==> src/rtl/jt10_rom_pkg.sv <==
// Shared types and widths for the JT10 ADPCM ROM bridge.
//   state_e : arbiter/fetch FSM states
//   ADDR_W  : shared memory byte address width
//   DATA_W  : memory data width
package jt10_rom_pkg;

  localparam int unsigned ADDR_W = 25;
  localparam int unsigned DATA_W = 8;

  typedef enum logic [1:0] {
    IDLE    = 2'd0,
    FETCH_A = 2'd1,
    FETCH_B = 2'd2
  } state_e;

endpackage

==> src/rtl/jt10_rom_chreq.sv <==
// Per-channel request tracker for the ADPCM ROM bridge.
// Detects ROM output-enable falls and address changes, holds the pending
// flag and the requested address, and maintains the "data matches address"
// flag. With JT10_ROM_CACHE_EN defined it also keeps a one-entry tag of the
// last fetched address so a repeat request is satisfied without memory.
// Ports:
//   clk, rst   : clock, synchronous active-high reset
//   roe_n      : channel ROM output enable (active low)
//   addr       : channel address already mapped into shared memory space
//   grant      : pulse, the bridge has started a fetch for req_addr
//   done       : pulse, the in-flight fetch for this channel was acked
//   pend_c     : pending request that needs a memory access (combinational)
//   req_addr   : address of the pending request
//   ok         : channel data output matches the current address
module jt10_rom_chreq
  import jt10_rom_pkg::*;
(
  input  logic              clk,
  input  logic              rst,
  input  logic              roe_n,
  input  logic [ADDR_W-1:0] addr,
  input  logic              grant,
  input  logic              done,
  output logic              pend_c,
  output logic [ADDR_W-1:0] req_addr,
  output logic              ok
);

  logic              roe_n_q, roe_n_d;
  logic [ADDR_W-1:0] addr_q, addr_d;
  logic              pend_q, pend_d;
  logic [ADDR_W-1:0] req_addr_q, req_addr_d;
  logic              ok_q, ok_d;
  logic              trig_c;
  logic              hit_c;

`ifdef JT10_ROM_CACHE_EN
  logic              busy_q, busy_d;
  logic [ADDR_W-1:0] fly_q, fly_d;
  logic [ADDR_W-1:0] tag_q, tag_d;
  logic              tag_v_q, tag_v_d;

  // A hit is only trusted when no fetch of this channel is in flight,
  // since that fetch would overwrite the channel data afterwards.
  assign hit_c = pend_q && tag_v_q && !busy_q && (req_addr_q == tag_q);

  // Tag tracks the address whose byte currently sits in the data output.
  always_comb begin
    busy_d  = busy_q;
    fly_d   = fly_q;
    tag_d   = tag_q;
    tag_v_d = tag_v_q;
    if (grant) begin
      busy_d = 1'b1;
      fly_d  = req_addr_q;
    end
    if (done) begin
      busy_d  = 1'b0;
      tag_d   = fly_q;
      tag_v_d = 1'b1;
    end
  end

  always_ff @(posedge clk) begin
    if (rst) begin
      busy_q  <= 1'b0;
      fly_q   <= '0;
      tag_q   <= '0;
      tag_v_q <= 1'b0;
    end else begin
      busy_q  <= busy_d;
      fly_q   <= fly_d;
      tag_q   <= tag_d;
      tag_v_q <= tag_v_d;
    end
  end
`else
  assign hit_c = 1'b0;
`endif

  // New request: enable just fell, or address moved while enabled.
  assign trig_c = !roe_n && (roe_n_q || (addr != addr_q));

  // A fresh trigger beats a same-cycle grant so a change during the grant
  // cycle is refetched rather than lost.
  always_comb begin
    roe_n_d    = roe_n;
    addr_d     = addr;
    pend_d     = pend_q;
    req_addr_d = req_addr_q;
    ok_d       = ok_q;
    if (trig_c) begin
      pend_d     = 1'b1;
      req_addr_d = addr;
      ok_d       = 1'b0;
    end else begin
      if (grant || hit_c) pend_d = 1'b0;
      if (hit_c) ok_d = 1'b1;
      else if (done && !pend_q) ok_d = 1'b1;
    end
  end

  always_ff @(posedge clk) begin
    if (rst) begin
      roe_n_q    <= 1'b1;
      addr_q     <= '0;
      pend_q     <= 1'b0;
      req_addr_q <= '0;
      ok_q       <= 1'b0;
    end else begin
      roe_n_q    <= roe_n_d;
      addr_q     <= addr_d;
      pend_q     <= pend_d;
      req_addr_q <= req_addr_d;
      ok_q       <= ok_d;
    end
  end

  assign pend_c   = pend_q && !hit_c;
  assign req_addr = req_addr_q;
  assign ok       = ok_q;

endmodule

==> src/rtl/jt10_adpcm_rom_bridge.sv <==
// Bridges the YM2610 ADPCM-A and ADPCM-B ROM ports onto one shared byte
// memory with a level request / one-cycle acknowledge handshake.
// Optional one-entry per-channel cache: define JT10_ROM_CACHE_EN.
// Ports:
//   clk, rst                  : clock, synchronous active-high reset
//   adpcma_addr/bank/roe_n    : ADPCM-A ROM address, bank, output enable
//   adpcma_data, adpcma_ok    : ADPCM-A fetched byte and its validity
//   adpcmb_addr/roe_n         : ADPCM-B ROM address, output enable
//   adpcmb_data, adpcmb_ok    : ADPCM-B fetched byte and its validity
//   mem_addr, mem_req         : shared memory byte address and request level
//   mem_ack, mem_data         : one-cycle acknowledge with read data
module jt10_adpcm_rom_bridge
  import jt10_rom_pkg::*;
#(
  parameter logic [24:0] A_OFFSET = 25'h0,
  parameter logic [24:0] B_OFFSET = 25'h100_0000
) (
  input  logic        clk,
  input  logic        rst,
  input  logic [19:0] adpcma_addr,
  input  logic [3:0]  adpcma_bank,
  input  logic        adpcma_roe_n,
  output logic [7:0]  adpcma_data,
  input  logic [23:0] adpcmb_addr,
  input  logic        adpcmb_roe_n,
  output logic [7:0]  adpcmb_data,
  output logic        adpcma_ok,
  output logic        adpcmb_ok,
  output logic [24:0] mem_addr,
  output logic        mem_req,
  input  logic        mem_ack,
  input  logic [7:0]  mem_data
);

  state_e            state_q, state_d;
  logic              mem_req_q, mem_req_d;
  logic [ADDR_W-1:0] mem_addr_q, mem_addr_d;
  logic [DATA_W-1:0] a_data_q, a_data_d;
  logic [DATA_W-1:0] b_data_q, b_data_d;
  logic              rr_b_q, rr_b_d;

  logic [ADDR_W-1:0] a_addr_c, b_addr_c;
  logic [ADDR_W-1:0] a_req_addr, b_req_addr;
  logic              a_pend_c, b_pend_c;
  logic              a_grant_c, b_grant_c;
  logic              a_done_c, b_done_c;

  // Map channel addresses into the shared space; sums wrap at 25 bits.
  assign a_addr_c = ADDR_W'({1'b0, adpcma_bank, adpcma_addr}) + A_OFFSET;
  assign b_addr_c = ADDR_W'({1'b0, adpcmb_addr}) + B_OFFSET;

  jt10_rom_chreq u_cha (
    .clk      (clk),
    .rst      (rst),
    .roe_n    (adpcma_roe_n),
    .addr     (a_addr_c),
    .grant    (a_grant_c),
    .done     (a_done_c),
    .pend_c   (a_pend_c),
    .req_addr (a_req_addr),
    .ok       (adpcma_ok)
  );

  jt10_rom_chreq u_chb (
    .clk      (clk),
    .rst      (rst),
    .roe_n    (adpcmb_roe_n),
    .addr     (b_addr_c),
    .grant    (b_grant_c),
    .done     (b_done_c),
    .pend_c   (b_pend_c),
    .req_addr (b_req_addr),
    .ok       (adpcmb_ok)
  );

  // Arbitration and fetch sequencing. The round-robin pointer only moves on
  // contested grants: the loser of a tie wins the next tie.
  always_comb begin
    state_d    = state_q;
    mem_req_d  = mem_req_q;
    mem_addr_d = mem_addr_q;
    a_data_d   = a_data_q;
    b_data_d   = b_data_q;
    rr_b_d     = rr_b_q;
    a_grant_c  = 1'b0;
    b_grant_c  = 1'b0;
    a_done_c   = 1'b0;
    b_done_c   = 1'b0;
    case (state_q)
      IDLE: begin
        if (a_pend_c && (!b_pend_c || !rr_b_q)) begin
          a_grant_c  = 1'b1;
          state_d    = FETCH_A;
          mem_req_d  = 1'b1;
          mem_addr_d = a_req_addr;
          if (b_pend_c) rr_b_d = 1'b1;
        end else if (b_pend_c) begin
          b_grant_c  = 1'b1;
          state_d    = FETCH_B;
          mem_req_d  = 1'b1;
          mem_addr_d = b_req_addr;
          if (a_pend_c) rr_b_d = 1'b0;
        end
      end
      FETCH_A: begin
        if (mem_ack) begin
          a_done_c  = 1'b1;
          a_data_d  = mem_data;
          mem_req_d = 1'b0;
          state_d   = IDLE;
        end
      end
      FETCH_B: begin
        if (mem_ack) begin
          b_done_c  = 1'b1;
          b_data_d  = mem_data;
          mem_req_d = 1'b0;
          state_d   = IDLE;
        end
      end
      default: begin
        state_d   = IDLE;
        mem_req_d = 1'b0;
      end
    endcase
  end

  always_ff @(posedge clk) begin
    if (rst) begin
      state_q    <= IDLE;
      mem_req_q  <= 1'b0;
      mem_addr_q <= '0;
      a_data_q   <= '0;
      b_data_q   <= '0;
      rr_b_q     <= 1'b0;
    end else begin
      state_q    <= state_d;
      mem_req_q  <= mem_req_d;
      mem_addr_q <= mem_addr_d;
      a_data_q   <= a_data_d;
      b_data_q   <= b_data_d;
      rr_b_q     <= rr_b_d;
    end
  end

  assign mem_req     = mem_req_q;
  assign mem_addr    = mem_addr_q;
  assign adpcma_data = a_data_q;
  assign adpcmb_data = b_data_q;

endmodule
==> config.mk <==
export PLATFORM = sky130hd
export DESIGN_NAME = jt10_adpcm_rom_bridge
export DESIGN_NICKNAME = d
export VERILOG_FILES = /design/src/rtl/jt10_rom_pkg.sv /design/src/rtl/jt10_rom_chreq.sv /design/src/rtl/jt10_adpcm_rom_bridge.sv
export SDC_FILE = /design/constraint.sdc
export NUM_CORES = 1
export LEC_CHECK = 0
export CORE_AREA = 10 10 115 117
export DETAILED_ROUTE_END_ITERATION = 8
export DIE_AREA = 0 0 125 127
export GPL_TIMING_DRIVEN = 0
export PLACE_DENSITY = 0.91
export SLEW_MARGIN = 10
export SYNTH_ARGS = -nofsm -noshare
export SYNTH_HDL_FRONTEND = slang
export SYNTH_SLANG_ARGS = --single-unit
==> constraint.sdc <==
create_clock -name clk -period 6.5 [get_ports clk]
set_input_delay 1.625 -clock clk [delete_from_list [all_inputs] [get_ports clk]]
set_output_delay 1.625 -clock clk [all_outputs]
set_load 0.1 [all_outputs]
==> results of run 1 <==
## how the worst max path moves through the flow
stage,to,cells past startpoint,slack [ps]
2_1_floorplan,u_chb.req_addr[17],7,3290
3_3_place_gp,u_cha.req_addr[7],7,2520
3_5_place_dp,u_cha.req_addr[9],7,2480
4_1_cts,u_cha.req_addr[20],7,2720
5_1_grt,u_cha.req_addr[20],7,2550
6_report,u_cha.req_addr[13],7,2640
## cells in the final DEF (no fill, tap or decap), drive strengths merged, types with 2 or more instances in the layout
cell type / n
nand4: 4
a21oi: 20
xnor2: 14
buf: 8
dfxtp: 149
a311o: 24
a32o: 25
clkinv: 7
nor4: 32
o22ai: 24
clkbuf: 68
clkinvlp: 3
nand2: 146
nor2b: 50
nor2: 35
inv: 7
xor2: 35
bufinv: 4
ha: 3
nand3: 20
a211oi: 2
clkdlybuf4s50: 101
a311oi: 24
## metal layers
metal / share of wire / vias to the layer above / routed length [µm] / track usage
met5: 0 / - / 0 / 0
li1: - / 2662 / - / -
met2: 0.47 / 347 / 8710 / 0.377
met1: 0.40 / 2736 / 7330 / 0.252
met3: 0.096 / 66 / 1760 / 0.0629
met4: 0.033 / 0 / 611 / 0.102
## critical path, stage by stage
cell,delay (ps)
clkdlybuf4s50_1,490
xor2_1,210
nor4_1,480
nand4_1,290
clkbuf_1,330
clkbuf_1,330
a311o_1,390
## final cells by class
cell class | count | area (µm²)
fillers | 810 | 3180
flip-flops and latches | 149 | 2980
multi-input cells | 470 | 2880
repair buffers | 101 | 1010
clock buffers | 18 | 429
plain buffers | 58 | 250
clock inverters | 14 | 185
well taps | 143 | 179
inverters | 7 | 26.3
## registers in the layout, indices dropped and copies added (netlist names)
name,cells
mem_addr,25
u_chb.addr_q,25
adpcma_data,8
u_cha.roe_n_q,1
state_q,2
u_cha.addr_q,24
u_chb.pend_c,1
u_cha.ok,1
u_cha.req_addr,24
u_chb.ok,1
rr_b_q,1
u_chb.roe_n_q,1
mem_req,1
u_cha.pend_c,1
adpcmb_data,8
u_chb.req_addr,25
## logic make-up (layout without fill, tap and decap cells)
logic type | Yosys count | after routing
AND/OR/NAND/NOR | 292 | 292
flip-flops | 149 | 149
AO/OA/AOI/OAI | 126 | 126
buffers and inverters | 65 | 198
XOR/XNOR | 49 | 49
adder cells (fa/ha/maj) | 3 | 3
## synthesized netlist by cell type
| master | count | share of area |
|---|---|---|
| dfxtp_1 | 149 | 0.49 |
| nand2_1 | 146 | 0.089 |
| clkbuf_1 | 50 | 0.031 |
| nor2b_1 | 50 | 0.051 |
| nor2_1 | 35 | 0.021 |
| xor2_1 | 35 | 0.050 |
| nor4_1 | 29 | 0.030 |
| a32o_1 | 25 | 0.041 |
| a311o_1 | 24 | 0.039 |
| a311oi_1 | 24 | 0.034 |
| o22ai_1 | 24 | 0.024 |
| a21oi_1 | 20 | 0.016 |
| nand3_1 | 20 | 0.016 |
| xnor2_1 | 14 | 0.020 |
| inv_1 | 7 | 0.0043 |
| nand4_1 | 4 | 0.0041 |
| buf_1 | 3 | 0.0018 |
| ha_1 | 3 | 0.0061 |
| nor4_2 | 3 | 0.0061 |
| buf_2 | 2 | 0.0016 |
| buf_8 | 2 | 0.0049 |
| a211oi_1 | 1 | 0.0012 |
| a211oi_2 | 1 | 0.0020 |
| a21o_1 | 1 | 0.0012 |
| a22o_1 | 1 | 0.0014 |
| a22oi_1 | 1 | 0.0012 |
| and2_1 | 1 | 0.0010 |
| buf_6 | 1 | 0.0018 |
| nor3_2 | 1 | 0.0016 |
| nor3b_1 | 1 | 0.0012 |
| o211a_1 | 1 | 0.0016 |
| o21ai_0 | 1 | 0.00081 |
| o31ai_1 | 1 | 0.0012 |
| o41ai_4 | 1 | 0.0045 |
| or2_2 | 1 | 0.0010 |
| or3_1 | 1 | 0.0010 |
## where the power goes
part	internal (mW)	total [mW]	switching [mW]
Combinational	0.178	0.604	0.426
Clock	0.639	1.02	0.382
Sequential	0.991	1.05	0.0552
## stage by stage
step / instance area [µm²] / setup WS (ps)
2_1_floorplan: 6140 / 3290
3_3_place_gp: 7330 / 2520
3_5_place_dp: 7330 / 2480
4_1_cts: 7950 / 2720
5_1_grt: 7950 / 2550
6_report: 7950 / 2640
==> metrics.txt, run 1 <==
Seq cells post-synth=around 150; max cap viols=0; core area=11100 µm²; count of cell types in the netlist=36; maximum VDD drop=0.238 mV; Layout area overhead=29.4%; Rows=39; Worst Setup SP=adpcma_addr[14]; DR WL/cell=19.2 µm; CTS clock-pin slew for the worst setup and hold paths=~60 ps; Achievable Freq=between 200 and 300 MHz; WHS Path Cells=2; CTS Sinks=149; final setup TNS=0 ps; total track usage=0.221; gpl congestion=0.967; fin. max-slew vios=0; Crit Reg-Reg Startpoint=u_cha.addr_q[14]; CP Max Fanout=10; global-route wire length before repair=29300 µm; Leak=2.87 nW; Crit. End Element=register; root buf cell=clkbuf_16; vias in the first global route=5850; reg2reg setup slack=4110 ps; ANT cells=0; Post-CTS Hold Fix Bufs=0; DRT iter0 DRCs=601; layout cell share with drive strength beyond 1=0.0526; simple-gate share of the synthesized area=0.223; # IOs=105; end-of-flow core utilization=0.714; largest net degree at the start of global routing=17; total chip power=2.67 mW; unrepaired setup endpoints after global routing=no; post-synthesis adder-cell area fraction=0.00611; Resize count post-CTS=0; final hold vios=0; Vias/cell=6.05; yosys warns=0; number of routed nets with antenna violations=0; mux share of post-synthesis cell area=0; WP data required=approximately 6800 ps; die area=15900 µm²; Chip Width=125 µm; Gate Count Post-Synth=684; syn_area_per_cell=8.98 µm²; Synth Area in XOR/XNOR=0.0699; Hold Startpoint=adpcmb_data[2]; slew at the pin closest to its max-slew limit=998 ps; Mapped Nets=748; hold_ws=around 460 ps; Initial Util=0.552; DRC Markers=0; largest family of logic cells by synthesized area=simple AND/OR/NAND/NOR gates; input/output buffers=101; compound-gate portion of the synthesized area=0.170; Final nets=868; register area share after synthesis=0.486; grt ovf=0; crit path kind=in2reg; deepest clock path buffer count=2; Worst Hold Path EP=adpcmb_data[2]; TritonCTS clock tree=built; worst r2r path cells=6; initial antenna violation count=0; Worst Skew=5.05 ps; # placed instances=928; Pwr Density=336 nW/µm²; clk_lat worst skew=~420 ps; worst min path class=reg2reg; final setup vio count=0; Post-Route WL=about 18000 µm; Slew HR=0.333; status=finished clean; DR pass1 iterations=5; via count=5811; Post-Synthesis Cell Area=6140 µm²; postcts setup bufs=0; CTS H-tree lvls=4; die height=127 µm; RR Endpoint=u_cha.req_addr[13]; launching element type of the critical path=input pin; CP Data Arrival Time=4160 ps; Layout Cells excl Fill=960; fin crit share=0.594; Num CTS Buffers=17; Final min period=3860 ps; Detailed Place HPWL=13200 µm
Power figures use the tool's default switching activity.
==> run 2: changes to the inputs <==
Settings changed: CORE_AREA 10 10 115 117 to 10 10 125 127, DIE_AREA 0 0 125 127 to 0 0 135 137, PLACE_DENSITY 0.91 to 0.82.
Clock period 6.5 ns to 3.2 ns, I/O delays scaled along.
==> metrics.txt, run 2 (synthesis results as in run 1) <==
maximum VDD drop=0.497 mV; Post-CTS Hold Fix Bufs=0; DRC Markers=0; Clk pwr share=0.372; grt ovf=0; # IOs=105; postcts setup bufs=0; layout cell share with drive strength beyond 1=0.0502; worst setup margin=349 ps; Num CTS Buffers=17; pre-CTS setup slack=roughly 15 ps; Final Cell Area=7960 µm²; max cap viols=0; crit path kind=in2reg; CTS H-tree lvls=4; die height=137 µm; hold_ws=453 ps; final hold vios=0; launching element type of the critical path=input pin; Final min period=approximately 2900 ps; Comb power frac=0.229; Pwr Density=666 nW/µm²; Post-Route WL=17100 µm; gpl congestion=0.937; Chip Width=roughly 140 µm; sequential group share of total power=0.399; input/output buffers=101; placed cell areas=around 7400 µm²; root buf cell=clkbuf_16; fin crit share=0.891; total track usage=0.187; slew at the pin closest to its max-slew limit=1050 ps; WP data required=3500 ps; final setup vio count=0; Fillers=roughly 1.1k; TritonCTS clock tree=built; Rows=42; Leak=roughly 2.9 nW; global-route wire length before repair=27700 µm; via count=5595; CTS Sinks=149; total chip power=5.30 mW; Pint=3.57 mW; Crit. End Element=register; ANT cells=0; Register Area=2980 µm²; CTS clock-pin slew for the worst setup and hold paths=60 ps; status=finished clean; Vias/cell=5.63; core area=13100 µm²; initial antenna violation count=0; most common cell after layout, fill and taps aside=dfxtp_1; DR pass1 iterations=5; Achievable Freq=351 MHz; Worst Skew=9.82 ps; number of routed nets with antenna violations=0; die area=~18000 µm²; Slew HR=0.297; Final nets=868; DRT iter0 DRCs=572; deepest clock path buffer count=2; footprint of the multi-input gates=2880 µm²; CP Max Fanout=10; Net Sw Power=1.74 mW; worst min path class=reg2reg; unrepaired setup endpoints after global routing=no; clk_lat worst skew=430 ps; fin. max-slew vios=0; largest net degree at the start of global routing=17; DR WL/cell=17.2 µm; Layout area overhead=29.6%; Initial Util=0.469; Detailed Place HPWL=12500 µm; vias in the first global route=5537; Net Sw Frac=0.327; CP Data Arrival Time=~3200 ps; most frequent cells in the layout=149 x dfxtp_1, 146 x nand2_1, 101 x clkdlybuf4s50_1; Resize count post-CTS=0
## run 2: changes by cell type in the layout (fill, tap and decap cells not counted)
cell,before,now
clkinvlp_4,3,1
clkbuf_1,51,53
clkinv_2,5,2
inv_6,0,2
clkinv_4,2,3
clkbuf_8,0,2
bufinv_16,4,2
## run 2: stage by stage
stage	TNS (ps)	instances	utilization
after floorplan	0	684	-
after global placement	-4.81	961	0.564
after detailed placement	0	961	0.564
after CTS	0	993	0.608
after global routing	0	993	0.608
final	0	993	0.608
## run 2: critical path: stages
cell and delay, ps:
clkdlybuf4s50_1 500, xor2_1 210, nor4_1 400, nand4_1 230, clkbuf_1 290, clkbuf_1 320
a311o_1 410
## run 2: area by class of cell
cell class | instances | area share
multi-input combinational | 470 | 0.362
timing repair buffer | 101 | 0.127
sequential | 149 | 0.375
inverter | 7 | 0.00330
clock inverter | 10 | 0.0152
tap | 176 | 0.0277
buffer | 58 | 0.0314
clock buffer | 22 | 0.0583
## run 2: path summary, 6_finish.rpt
| kind | startpoint | endpoint | slack (ps) | cells past startpoint |
|---|---|---|---|---|
| worst max-delay path | adpcma_addr[19] | u_cha.req_addr[18] | 350 | 7 |
| worst min-delay path | adpcmb_data[0] | adpcmb_data[0] | 450 | 2 |
| worst max register to register | u_cha.addr_q[14] | u_cha.req_addr[18] | 990 | 6 |
| worst min register to register | adpcmb_data[0] | adpcmb_data[0] | 450 | 2 |
## run 2: power by group through the flow
stage | registers (mW) | clock network (mW) | logic (mW)
after floorplan | 2.60 | 0 | 0.389
after global placement | 2.15 | 0 | 1.19
after detailed placement | 2.15 | 0 | 1.20
after CTS | 2.11 | 1.99 | 1.21
after global routing | 2.13 | 2.09 | 1.29
final | 2.11 | 1.97 | 1.21
## run 2: metal layers
| layer | vias up | global-route usage | routed length (µm) |
|---|---|---|---|
| met5 | - | 0 | 0 |
| met4 | 0 | 0.0831 | 465 |
| met3 | 52 | 0.0524 | 1420 |
| met1 | 2620 | 0.230 | 7210 |
| li1 | 2671 | - | - |
| met2 | 252 | 0.300 | 7980 |
==> run 3: changes to the inputs <==
Settings changed: CTS_CLUSTER_SIZE set to 30.
==> results of run 3 <==
The final DEF is identical to that of run 2; final timing and power are the same.
